### config.mk
export PLATFORM = sky130hd
export DESIGN_NAME = foo_rtl_rr_scheduler_flat
export DESIGN_NICKNAME = d
export VERILOG_FILES = /design/src/rtl/foo_rtl_rr_scheduler_pkg.sv /design/src/rtl/foo_rtl_rr_scheduler_if.sv /design/src/rtl/foo_rr_pick.sv /design/src/rtl/foo_rtl_rr_scheduler.sv /design/src/flat_wrapper.sv
export SDC_FILE = /design/constraint.sdc
export NUM_CORES = 1
export LEC_CHECK = 0
export CORE_MARGIN = 2
export CORE_UTILIZATION = 40
export CTS_BUF_LIST = sky130_fd_sc_hd__clkbuf_4 sky130_fd_sc_hd__clkbuf_8
export DETAILED_ROUTE_END_ITERATION = 12
export PLACE_DENSITY = 0.74
export SYNTH_ARGS = -nofsm -noshare
export SYNTH_HDL_FRONTEND = slang
export SYNTH_SLANG_ARGS = --single-unit
### constraint.sdc
create_clock -name CLK -period 2.4 [get_ports CLK]
set_input_delay 0.48 -clock CLK [delete_from_list [all_inputs] [get_ports CLK]]
set_output_delay 0.48 -clock CLK [all_outputs]
set_load 0.01 [all_outputs]
### src/rtl/foo_rtl_rr_scheduler_pkg.sv
// Shared types, default parameters and small index helpers for the
// round-robin scheduler that fronts one foo_RTL datapath instance.
package foo_rtl_sched_pkg;

    // Scheduler FSM encoding; the values are visible to the bound monitor.
    typedef enum logic [1:0] {
        IDLE     = 2'd0,
        ISSUE    = 2'd1,
        WAIT_RSP = 2'd2,
        DELIVER  = 2'd3
    } sched_state_e;

    localparam int DEF_N_REQ   = 3;
    localparam int DEF_WIDTH   = 5;
    localparam int DEF_TIMEOUT = 16;

    // Width needed to hold an index in 0..n-1, never narrower than one bit.
    function automatic int id_width(input int n);
        return (n > 2) ? $clog2(n) : 1;
    endfunction

    // Requester index reached by stepping 'off' places from 'base' in a ring of n.
    function automatic int wrap_idx(input int base, input int off, input int n);
        return (base + off) % n;
    endfunction

endpackage

### src/rtl/foo_rtl_rr_scheduler_if.sv
// Requester and datapath handshake bundle of the scheduler.
// 'slave' is the scheduler's view, 'master' is the view of the requesters
// and the datapath stand-in that surround it.
interface foo_rtl_rr_scheduler_if
    import foo_rtl_sched_pkg::*;
#(
    parameter int N_REQ = DEF_N_REQ,
    parameter int WIDTH = DEF_WIDTH
);

    // Requester side: packed lanes, lane i operands at [i*WIDTH +: WIDTH].
    logic [N_REQ-1:0]       req_valid;
    logic [N_REQ-1:0]       req_ready;
    logic [N_REQ*WIDTH-1:0] req_in1;
    logic [N_REQ*WIDTH-1:0] req_in2;
    logic [N_REQ-1:0]       rsp_valid;
    logic [N_REQ-1:0]       rsp_ready;
    logic                   rsp_data;
    logic                   rsp_err;

    // Datapath side.
    logic                   dp_valid;
    logic                   dp_ready;
    logic [WIDTH-1:0]       dp_in1;
    logic [WIDTH-1:0]       dp_in2;
    logic                   dp_rsp_valid;
    logic                   dp_rsp_data;

    modport slave (
        input  req_valid, req_in1, req_in2, rsp_ready,
        input  dp_ready, dp_rsp_valid, dp_rsp_data,
        output req_ready, rsp_valid, rsp_data, rsp_err,
        output dp_valid, dp_in1, dp_in2
    );

    modport master (
        output req_valid, req_in1, req_in2, rsp_ready,
        output dp_ready, dp_rsp_valid, dp_rsp_data,
        input  req_ready, rsp_valid, rsp_data, rsp_err,
        input  dp_valid, dp_in1, dp_in2
    );

endinterface

### src/rtl/foo_rr_pick.sv
// Combinational rotate-priority picker: the first set bit of 'req' found
// when scanning ptr, ptr+1, ... (mod N) wins. Shared with the monitor's
// reference model so both agree on the arbitration order.
module foo_rr_pick
    import foo_rtl_sched_pkg::*;
#(
    parameter int N     = DEF_N_REQ,
    parameter int IDX_W = id_width(DEF_N_REQ)
) (
    input  logic [N-1:0]     req,
    input  logic [IDX_W-1:0] ptr,
    output logic [N-1:0]     onehot,
    output logic [IDX_W-1:0] idx,
    output logic             any
);

    // One-hot vector with only bit j set.
    function automatic logic [N-1:0] lane_bit(input int j);
        logic [N-1:0] v;
        v    = '0;
        v[j] = 1'b1;
        return v;
    endfunction

    // Scan from the farthest offset to the nearest so the requester closest to ptr is written last and wins.
    always_comb begin
        onehot = '0;
        idx    = '0;
        any    = 1'b0;
        for (int k = N - 1; k >= 0; k--) begin
            if (req[wrap_idx(int'(ptr), k, N)]) begin
                onehot = lane_bit(wrap_idx(int'(ptr), k, N));
                idx    = IDX_W'(wrap_idx(int'(ptr), k, N));
                any    = 1'b1;
            end else begin
                any    = any;
            end
        end
    end

endmodule

### src/rtl/foo_rtl_rr_scheduler.sv
// Round-robin scheduler sharing one foo_RTL datapath between N_REQ
// ready/valid requesters. One transaction in flight: grant, issue the
// latched operands, wait for the result (bounded by TIMEOUT), deliver it
// to the winner. Sticky error flags and busy/grant_id feed the monitor.
module foo_rtl_rr_scheduler
    import foo_rtl_sched_pkg::*;
#(
    parameter int N_REQ   = DEF_N_REQ,
    parameter int WIDTH   = DEF_WIDTH,
    parameter int ID_W    = id_width(N_REQ),
    parameter int TIMEOUT = DEF_TIMEOUT
) (
    input  logic                   CLK,
    input  logic                   ASYNCRESETN,
    foo_rtl_rr_scheduler_if.slave  bus,
    output logic                   busy,
    output logic [ID_W-1:0]        grant_id,
    output logic                   timeout_err,
    output logic                   spurious_err
);

    // The timer only has to reach TIMEOUT-1 before the abort fires.
    localparam int TMR_W = id_width(TIMEOUT);

    sched_state_e       state_r;
    sched_state_e       state_nxt_s;
    logic [ID_W-1:0]    rr_ptr_r;
    logic [ID_W-1:0]    grant_id_r;
    logic [TMR_W-1:0]   timer_r;
    logic [WIDTH-1:0]   dp_in1_r;
    logic [WIDTH-1:0]   dp_in2_r;
    logic               rsp_data_r;
    logic               rsp_err_r;
    logic               timeout_err_r;
    logic               spurious_err_r;

    logic [N_REQ-1:0]   pick_onehot_s;
    logic [ID_W-1:0]    pick_idx_s;
    logic               pick_any_s;
    logic [WIDTH-1:0]   win_in1_s;
    logic [WIDTH-1:0]   win_in2_s;
    logic [N_REQ-1:0]   req_ready_s;
    logic [N_REQ-1:0]   rsp_valid_s;
    logic               rsp_ready_gnt_s;
    logic               timer_hit_s;

    foo_rr_pick #(
        .N     (N_REQ),
        .IDX_W (ID_W)
    ) u_pick (
        .req    (bus.req_valid),
        .ptr    (rr_ptr_r),
        .onehot (pick_onehot_s),
        .idx    (pick_idx_s),
        .any    (pick_any_s)
    );

    assign timer_hit_s = (timer_r == TMR_W'(TIMEOUT - 1));

    // Operand mux for the current winner; an AND-OR tree keeps it a pure function of the one-hot grant.
    always_comb begin
        win_in1_s = '0;
        win_in2_s = '0;
        for (int i = 0; i < N_REQ; i++) begin
            win_in1_s = win_in1_s | (bus.req_in1[i*WIDTH +: WIDTH] & {WIDTH{pick_onehot_s[i]}});
            win_in2_s = win_in2_s | (bus.req_in2[i*WIDTH +: WIDTH] & {WIDTH{pick_onehot_s[i]}});
        end
    end

    // Handshake decode: accept only in IDLE and never while reset is asserted; deliver only to the granted lane.
    always_comb begin
        req_ready_s = pick_onehot_s & {N_REQ{(state_r == IDLE) && ASYNCRESETN}};
        rsp_valid_s = '0;
        for (int i = 0; i < N_REQ; i++) begin
            rsp_valid_s[i] = (state_r == DELIVER) && (int'(grant_id_r) == i);
        end
        rsp_ready_gnt_s = |(bus.rsp_ready & rsp_valid_s);
    end

    // Next-state logic of the grant/issue/wait/deliver sequence.
    always_comb begin
        state_nxt_s = state_r;
        case (state_r)
            IDLE: begin
                if (pick_any_s) state_nxt_s = ISSUE;
                else            state_nxt_s = IDLE;
            end
            ISSUE: begin
                if (bus.dp_ready) state_nxt_s = WAIT_RSP;
                else              state_nxt_s = ISSUE;
            end
            WAIT_RSP: begin
                if (bus.dp_rsp_valid || timer_hit_s) state_nxt_s = DELIVER;
                else                                 state_nxt_s = WAIT_RSP;
            end
            DELIVER: begin
                if (rsp_ready_gnt_s) state_nxt_s = IDLE;
                else                 state_nxt_s = DELIVER;
            end
            default: state_nxt_s = IDLE;
        endcase
    end

    // FSM state register.
    always_ff @(posedge CLK or negedge ASYNCRESETN) begin
        if (!ASYNCRESETN) begin
            state_r <= IDLE;
        end else begin
            state_r <= state_nxt_s;
        end
    end

    // Transaction bookkeeping: operand latch, grant id, response timer, result capture and pointer advance.
    always_ff @(posedge CLK or negedge ASYNCRESETN) begin
        if (!ASYNCRESETN) begin
            rr_ptr_r   <= '0;
            grant_id_r <= '0;
            timer_r    <= '0;
            dp_in1_r   <= '0;
            dp_in2_r   <= '0;
            rsp_data_r <= 1'b0;
            rsp_err_r  <= 1'b0;
        end else begin
            case (state_r)
                IDLE: begin
                    if (pick_any_s) begin
                        dp_in1_r   <= win_in1_s;
                        dp_in2_r   <= win_in2_s;
                        grant_id_r <= pick_idx_s;
                    end
                end
                ISSUE: begin
                    if (bus.dp_ready) begin
                        timer_r <= '0;
                    end
                end
                WAIT_RSP: begin
                    timer_r <= timer_r + TMR_W'(1);
                    // A response arriving on the final timer cycle still counts as a real result.
                    if (bus.dp_rsp_valid) begin
                        rsp_data_r <= bus.dp_rsp_data;
                        rsp_err_r  <= 1'b0;
                    end else if (timer_hit_s) begin
                        rsp_data_r <= 1'b0;
                        rsp_err_r  <= 1'b1;
                    end
                end
                DELIVER: begin
                    if (rsp_ready_gnt_s) begin
                        rr_ptr_r   <= ID_W'(wrap_idx(int'(grant_id_r), 1, N_REQ));
                        grant_id_r <= '0;
                    end
                end
                default: begin
                    grant_id_r <= '0;
                end
            endcase
        end
    end

    // Sticky error flags; only reset clears them.
    always_ff @(posedge CLK or negedge ASYNCRESETN) begin
        if (!ASYNCRESETN) begin
            timeout_err_r  <= 1'b0;
            spurious_err_r <= 1'b0;
        end else begin
            if ((state_r == WAIT_RSP) && !bus.dp_rsp_valid && timer_hit_s) begin
                timeout_err_r <= 1'b1;
            end
            // Any strobe outside WAIT_RSP is dropped; this also catches a result arriving after a timeout.
            if (bus.dp_rsp_valid && (state_r != WAIT_RSP)) begin
                spurious_err_r <= 1'b1;
            end
        end
    end

    assign bus.req_ready = req_ready_s;
    assign bus.rsp_valid = rsp_valid_s;
    assign bus.rsp_data  = rsp_data_r;
    assign bus.rsp_err   = rsp_err_r;
    assign bus.dp_valid  = (state_r == ISSUE);
    assign bus.dp_in1    = dp_in1_r;
    assign bus.dp_in2    = dp_in2_r;
    assign busy          = (state_r != IDLE);
    assign grant_id      = grant_id_r;
    assign timeout_err   = timeout_err_r;
    assign spurious_err  = spurious_err_r;

endmodule

### src/flat_wrapper.sv
// flat-port wrapper written by rule: the top's interface ports become plain ports
module foo_rtl_rr_scheduler_flat import foo_rtl_sched_pkg::*;
#(
    parameter int N_REQ   = DEF_N_REQ,
    parameter int WIDTH   = DEF_WIDTH,
    parameter int ID_W    = id_width(N_REQ),
    parameter int TIMEOUT = DEF_TIMEOUT
)
  (CLK, ASYNCRESETN, busy, grant_id, timeout_err, spurious_err, bus_req_valid, bus_req_in1, bus_req_in2, bus_rsp_ready, bus_dp_ready, bus_dp_rsp_valid, bus_dp_rsp_data, bus_req_ready, bus_rsp_valid, bus_rsp_data, bus_rsp_err, bus_dp_valid, bus_dp_in1, bus_dp_in2);
  foo_rtl_rr_scheduler_if #(.N_REQ(N_REQ), .WIDTH(WIDTH)) bus_i ();
  input  logic CLK;
  input  logic ASYNCRESETN;
  output logic busy;
  output logic [ID_W-1:0] grant_id;
  output logic timeout_err;
  output logic spurious_err;
  input wire logic [$bits(bus_i.req_valid)-1:0] bus_req_valid;
  input wire logic [$bits(bus_i.req_in1)-1:0] bus_req_in1;
  input wire logic [$bits(bus_i.req_in2)-1:0] bus_req_in2;
  input wire logic [$bits(bus_i.rsp_ready)-1:0] bus_rsp_ready;
  input wire logic [$bits(bus_i.dp_ready)-1:0] bus_dp_ready;
  input wire logic [$bits(bus_i.dp_rsp_valid)-1:0] bus_dp_rsp_valid;
  input wire logic [$bits(bus_i.dp_rsp_data)-1:0] bus_dp_rsp_data;
  output wire logic [$bits(bus_i.req_ready)-1:0] bus_req_ready;
  output wire logic [$bits(bus_i.rsp_valid)-1:0] bus_rsp_valid;
  output wire logic [$bits(bus_i.rsp_data)-1:0] bus_rsp_data;
  output wire logic [$bits(bus_i.rsp_err)-1:0] bus_rsp_err;
  output wire logic [$bits(bus_i.dp_valid)-1:0] bus_dp_valid;
  output wire logic [$bits(bus_i.dp_in1)-1:0] bus_dp_in1;
  output wire logic [$bits(bus_i.dp_in2)-1:0] bus_dp_in2;
  assign bus_i.req_valid = bus_req_valid;
  assign bus_i.req_in1 = bus_req_in1;
  assign bus_i.req_in2 = bus_req_in2;
  assign bus_i.rsp_ready = bus_rsp_ready;
  assign bus_i.dp_ready = bus_dp_ready;
  assign bus_i.dp_rsp_valid = bus_dp_rsp_valid;
  assign bus_i.dp_rsp_data = bus_dp_rsp_data;
  assign bus_req_ready = bus_i.req_ready;
  assign bus_rsp_valid = bus_i.rsp_valid;
  assign bus_rsp_data = bus_i.rsp_data;
  assign bus_rsp_err = bus_i.rsp_err;
  assign bus_dp_valid = bus_i.dp_valid;
  assign bus_dp_in1 = bus_i.dp_in1;
  assign bus_dp_in2 = bus_i.dp_in2;
  foo_rtl_rr_scheduler #(.N_REQ(N_REQ), .WIDTH(WIDTH), .ID_W(ID_W), .TIMEOUT(TIMEOUT)) u_core (.CLK(CLK), .ASYNCRESETN(ASYNCRESETN), .bus(bus_i), .busy(busy), .grant_id(grant_id), .timeout_err(timeout_err), .spurious_err(spurious_err));
endmodule
==> metrics.txt <==
status finished with violations; failing checks negative setup slack; GR Util met2 33.4%; layer with the highest usage met2; Layout area overhead 55.1%; post-route cell area 2590 um^2; Mean Syn Cell Area 9.21 um^2; Max FO, Critical Path 4; yosys warns 0; PwrDens 1170 nW/um^2; Via Count 1645; Power Total 3.03 mW; GP Congestion 0.906; post-route clock period utilization 105%; Fin Setup TNS -0.245 ns; Worst Hold Class flip-flop to flip-flop; initial antenna violation count 0; Worst setup SP type flip-flop; Core Rows 23; Worst-Margin Slew 0.445 ns; Post-route DRC 0; cell leakage power 1.11 nW; Post-DP Area 2420 um^2; Root Driver clkbuf_8; CTS Buffer Depth 2; number of max-cap violations 0; die width 68.6 um; share of flip-flops with an asynchronous set or reset 100%; Max VDD drop 525 uV; final worst slack -0.124 ns; largest net degree at the start of global routing 21; Multi-input gate area 950 um^2; # fillers 347; wire per inst 13.6 um; DIE HEIGHT 68.6 um; clock skew 0.00686 ns; CP required 1.92 ns; vias per inst 5.21; FF+latch area 601 um^2; number of diodes 0; Crit Path Class flip-flop to output port; DRT Pass-1 Iters 5; I/O Pins 65; min Tclk post-route 2.52 ns; met3 global-route usage 2.60%; reg2reg setup slack 0.18 ns; most frequent cells in the layout clkdlybuf4s50_1, buf_4, dfrtp_1, nor2_1, nand2_1; vias in the first global route 1576; CTS tree built; first-pass GRT wire length 6.73 mm; GRT Overall Usage 18.7%; CORE AREA 4000 um^2; Crit path arrival time 2.04 ns; dominant synthesized flop cell dfrtp_1; ANT nets after route 0; nets 321; endpoints failing setup 3; setup repair after global routing missed its margin true; syn nets 235; H-Tree Depth 1; full die area 4700 um^2; Port Buffers 64; crit end category output port; gr ovfl total 0; post-DP HPWL 3.31 mm; Initial Utilization 41.7%; clock latency on the worst-skew pair 0.27 ns; M1 GR Usage 22.6%; clock transition at the registers of the reported paths 0.09 ns; clk sinks 24; First DRT Iteration DRCs 70; Synth cell types 46; Fin. Hold Viols 0; Num CTS Buffers 3; EDFF count, synth 0; WL final 4.29 mm; layout cell share with drive strength beyond 1 19.9%; Pins Over Slew Limit 0; register area share after synthesis 36.0%; Synth Cell Area 1670 um^2; synthesis-stage register bit count 24; Slew HR 70.1%; Fmax achieved 396 MHz; Syn Inst Count 181; most common cell after layout, fill and taps aside clkdlybuf4s50_1
worst paths after layout:
check,startpoint,endpoint,cells after the start
max,u_core.rr_ptr_r[0]$_DFFE_PN0P_,bus_req_ready[0],7
min,u_core.spurious_err$_DFFE_PN0P_,u_core.spurious_err$_DFFE_PN0P_,1
max reg2reg,u_core.rr_ptr_r[0]$_DFFE_PN0P_,u_core.grant_id[1]$_DFFE_PN0P_,9
min reg2reg,u_core.spurious_err$_DFFE_PN0P_,u_core.spurious_err$_DFFE_PN0P_,1
max in group asynchronous,ASYNCRESETN,u_core.rr_ptr_r[1]$_DFFE_PN0P_,3
min in group asynchronous,ASYNCRESETN,u_core.timer_r[2]$_DFFE_PN0P_,2
critical path, stage by stage, from the launching register on:
cell,delay [ns]
dfrtp_1,0.43
inv_2,0.07
ha_4,0.17
or3b_1,0.35
a211o_1,0.29
a21oi_2,0.16
and3_4,0.20
buf_6,0.10
Yosys cell counts (2+ instances only):
| cell | instances | area share, % |
|---|---|---|
| mux2i_1 | 2 | 1.2 |
| nor2_1 | 18 | 4.1 |
| a31oi_1 | 13 | 4.9 |
| clkbuf_8 | 2 | 1.7 |
| o21ai_0 | 7 | 2.1 |
| and2_1 | 3 | 1.1 |
| a21oi_1 | 4 | 1.2 |
| a22o_1 | 3 | 1.6 |
| ha_1 | 13 | 9.8 |
| o221a_2 | 2 | 1.4 |
| nand3_1 | 2 | 0.60 |
| o22ai_1 | 3 | 1.1 |
| nor3_1 | 2 | 0.60 |
| buf_4 | 2 | 0.90 |
| and3_1 | 2 | 0.75 |
| a211oi_1 | 3 | 1.4 |
| a22oi_1 | 12 | 5.4 |
| nand2_1 | 17 | 3.8 |
| a31o_2 | 2 | 1.1 |
| o21bai_1 | 2 | 0.90 |
| inv_1 | 15 | 3.4 |
| mux2_2 | 2 | 1.4 |
| buf_6 | 4 | 2.7 |
| dfrtp_1 | 24 | 36 |
stage by stage:
step                std cells  utilization, %  hold WS, ns  setup slack, ns
finish                    316            64.7        0.473           -0.124
global route              316            64.7        0.489           -0.215
CTS                       314            63.8        0.476           -0.150
detailed placement        303            60.6        0.456           -0.508
global placement          303            60.6        0.442           -0.488
floorplan                 181               -        0.184            0.151
where the power goes:
part           leakage [nW]  internal [mW]  switching [mW]  total (mW)
Clock                0.0288          0.147           0.131       0.277
Combinational         0.790           1.09           0.976        2.06
Sequential            0.292          0.574           0.115       0.689
layer usage:
metal  part of all wire (%)  vias up  wire length (um)
li1                       -      823                 -
met5                      0        -                 0
met4                    1.7        0                75
met2                     47       54              2010
met3                    8.5        7               363
met1                     43      761              1840
cell type report:
type	count	share of cell area, %
Multi-Input combinational cell	131	36.7
Timing Repair Buffer	92	33.3
Sequential cell	24	23.2
Tap cell	50	2.42
Inverter	15	2.18
Clock buffer	4	2.13
logic make-up (layout without fill, tap and decap cells):
family | after synthesis | in the layout | synth area share, %
mux | 4 | 4 | 2.55
compound gates | 59 | 59 | 25.6
flops | 24 | 24 | 36.0
xor+xnor | 2 | 2 | 1.05
simple gates | 52 | 52 | 14.6
buf+inv | 26 | 111 | 9.83
fa+ha+maj | 14 | 14 | 10.4
state kept, by name (all words and copies together) (netlist names):
name and cells:
u_core.timeout_err 1, u_core.bus.dp_in1 5, u_core.state_r 2, u_core.spurious_err 1
u_core.timer_r 4, u_core.grant_id 2, u_core.rr_ptr_r 2, u_core.bus.dp_in2 5
u_core.bus.rsp_err 1, u_core.bus.rsp_data 1
repair_timing:
item | in CTS | in global routing
hold buffers | 0 | 0
setup buffers | 7 | 2
setup endpoints to repair | 3 | 3
resized for setup | 25 | 4
pin swaps | 5 | 6
Note: power is estimated with default switching activity, not from simulation.
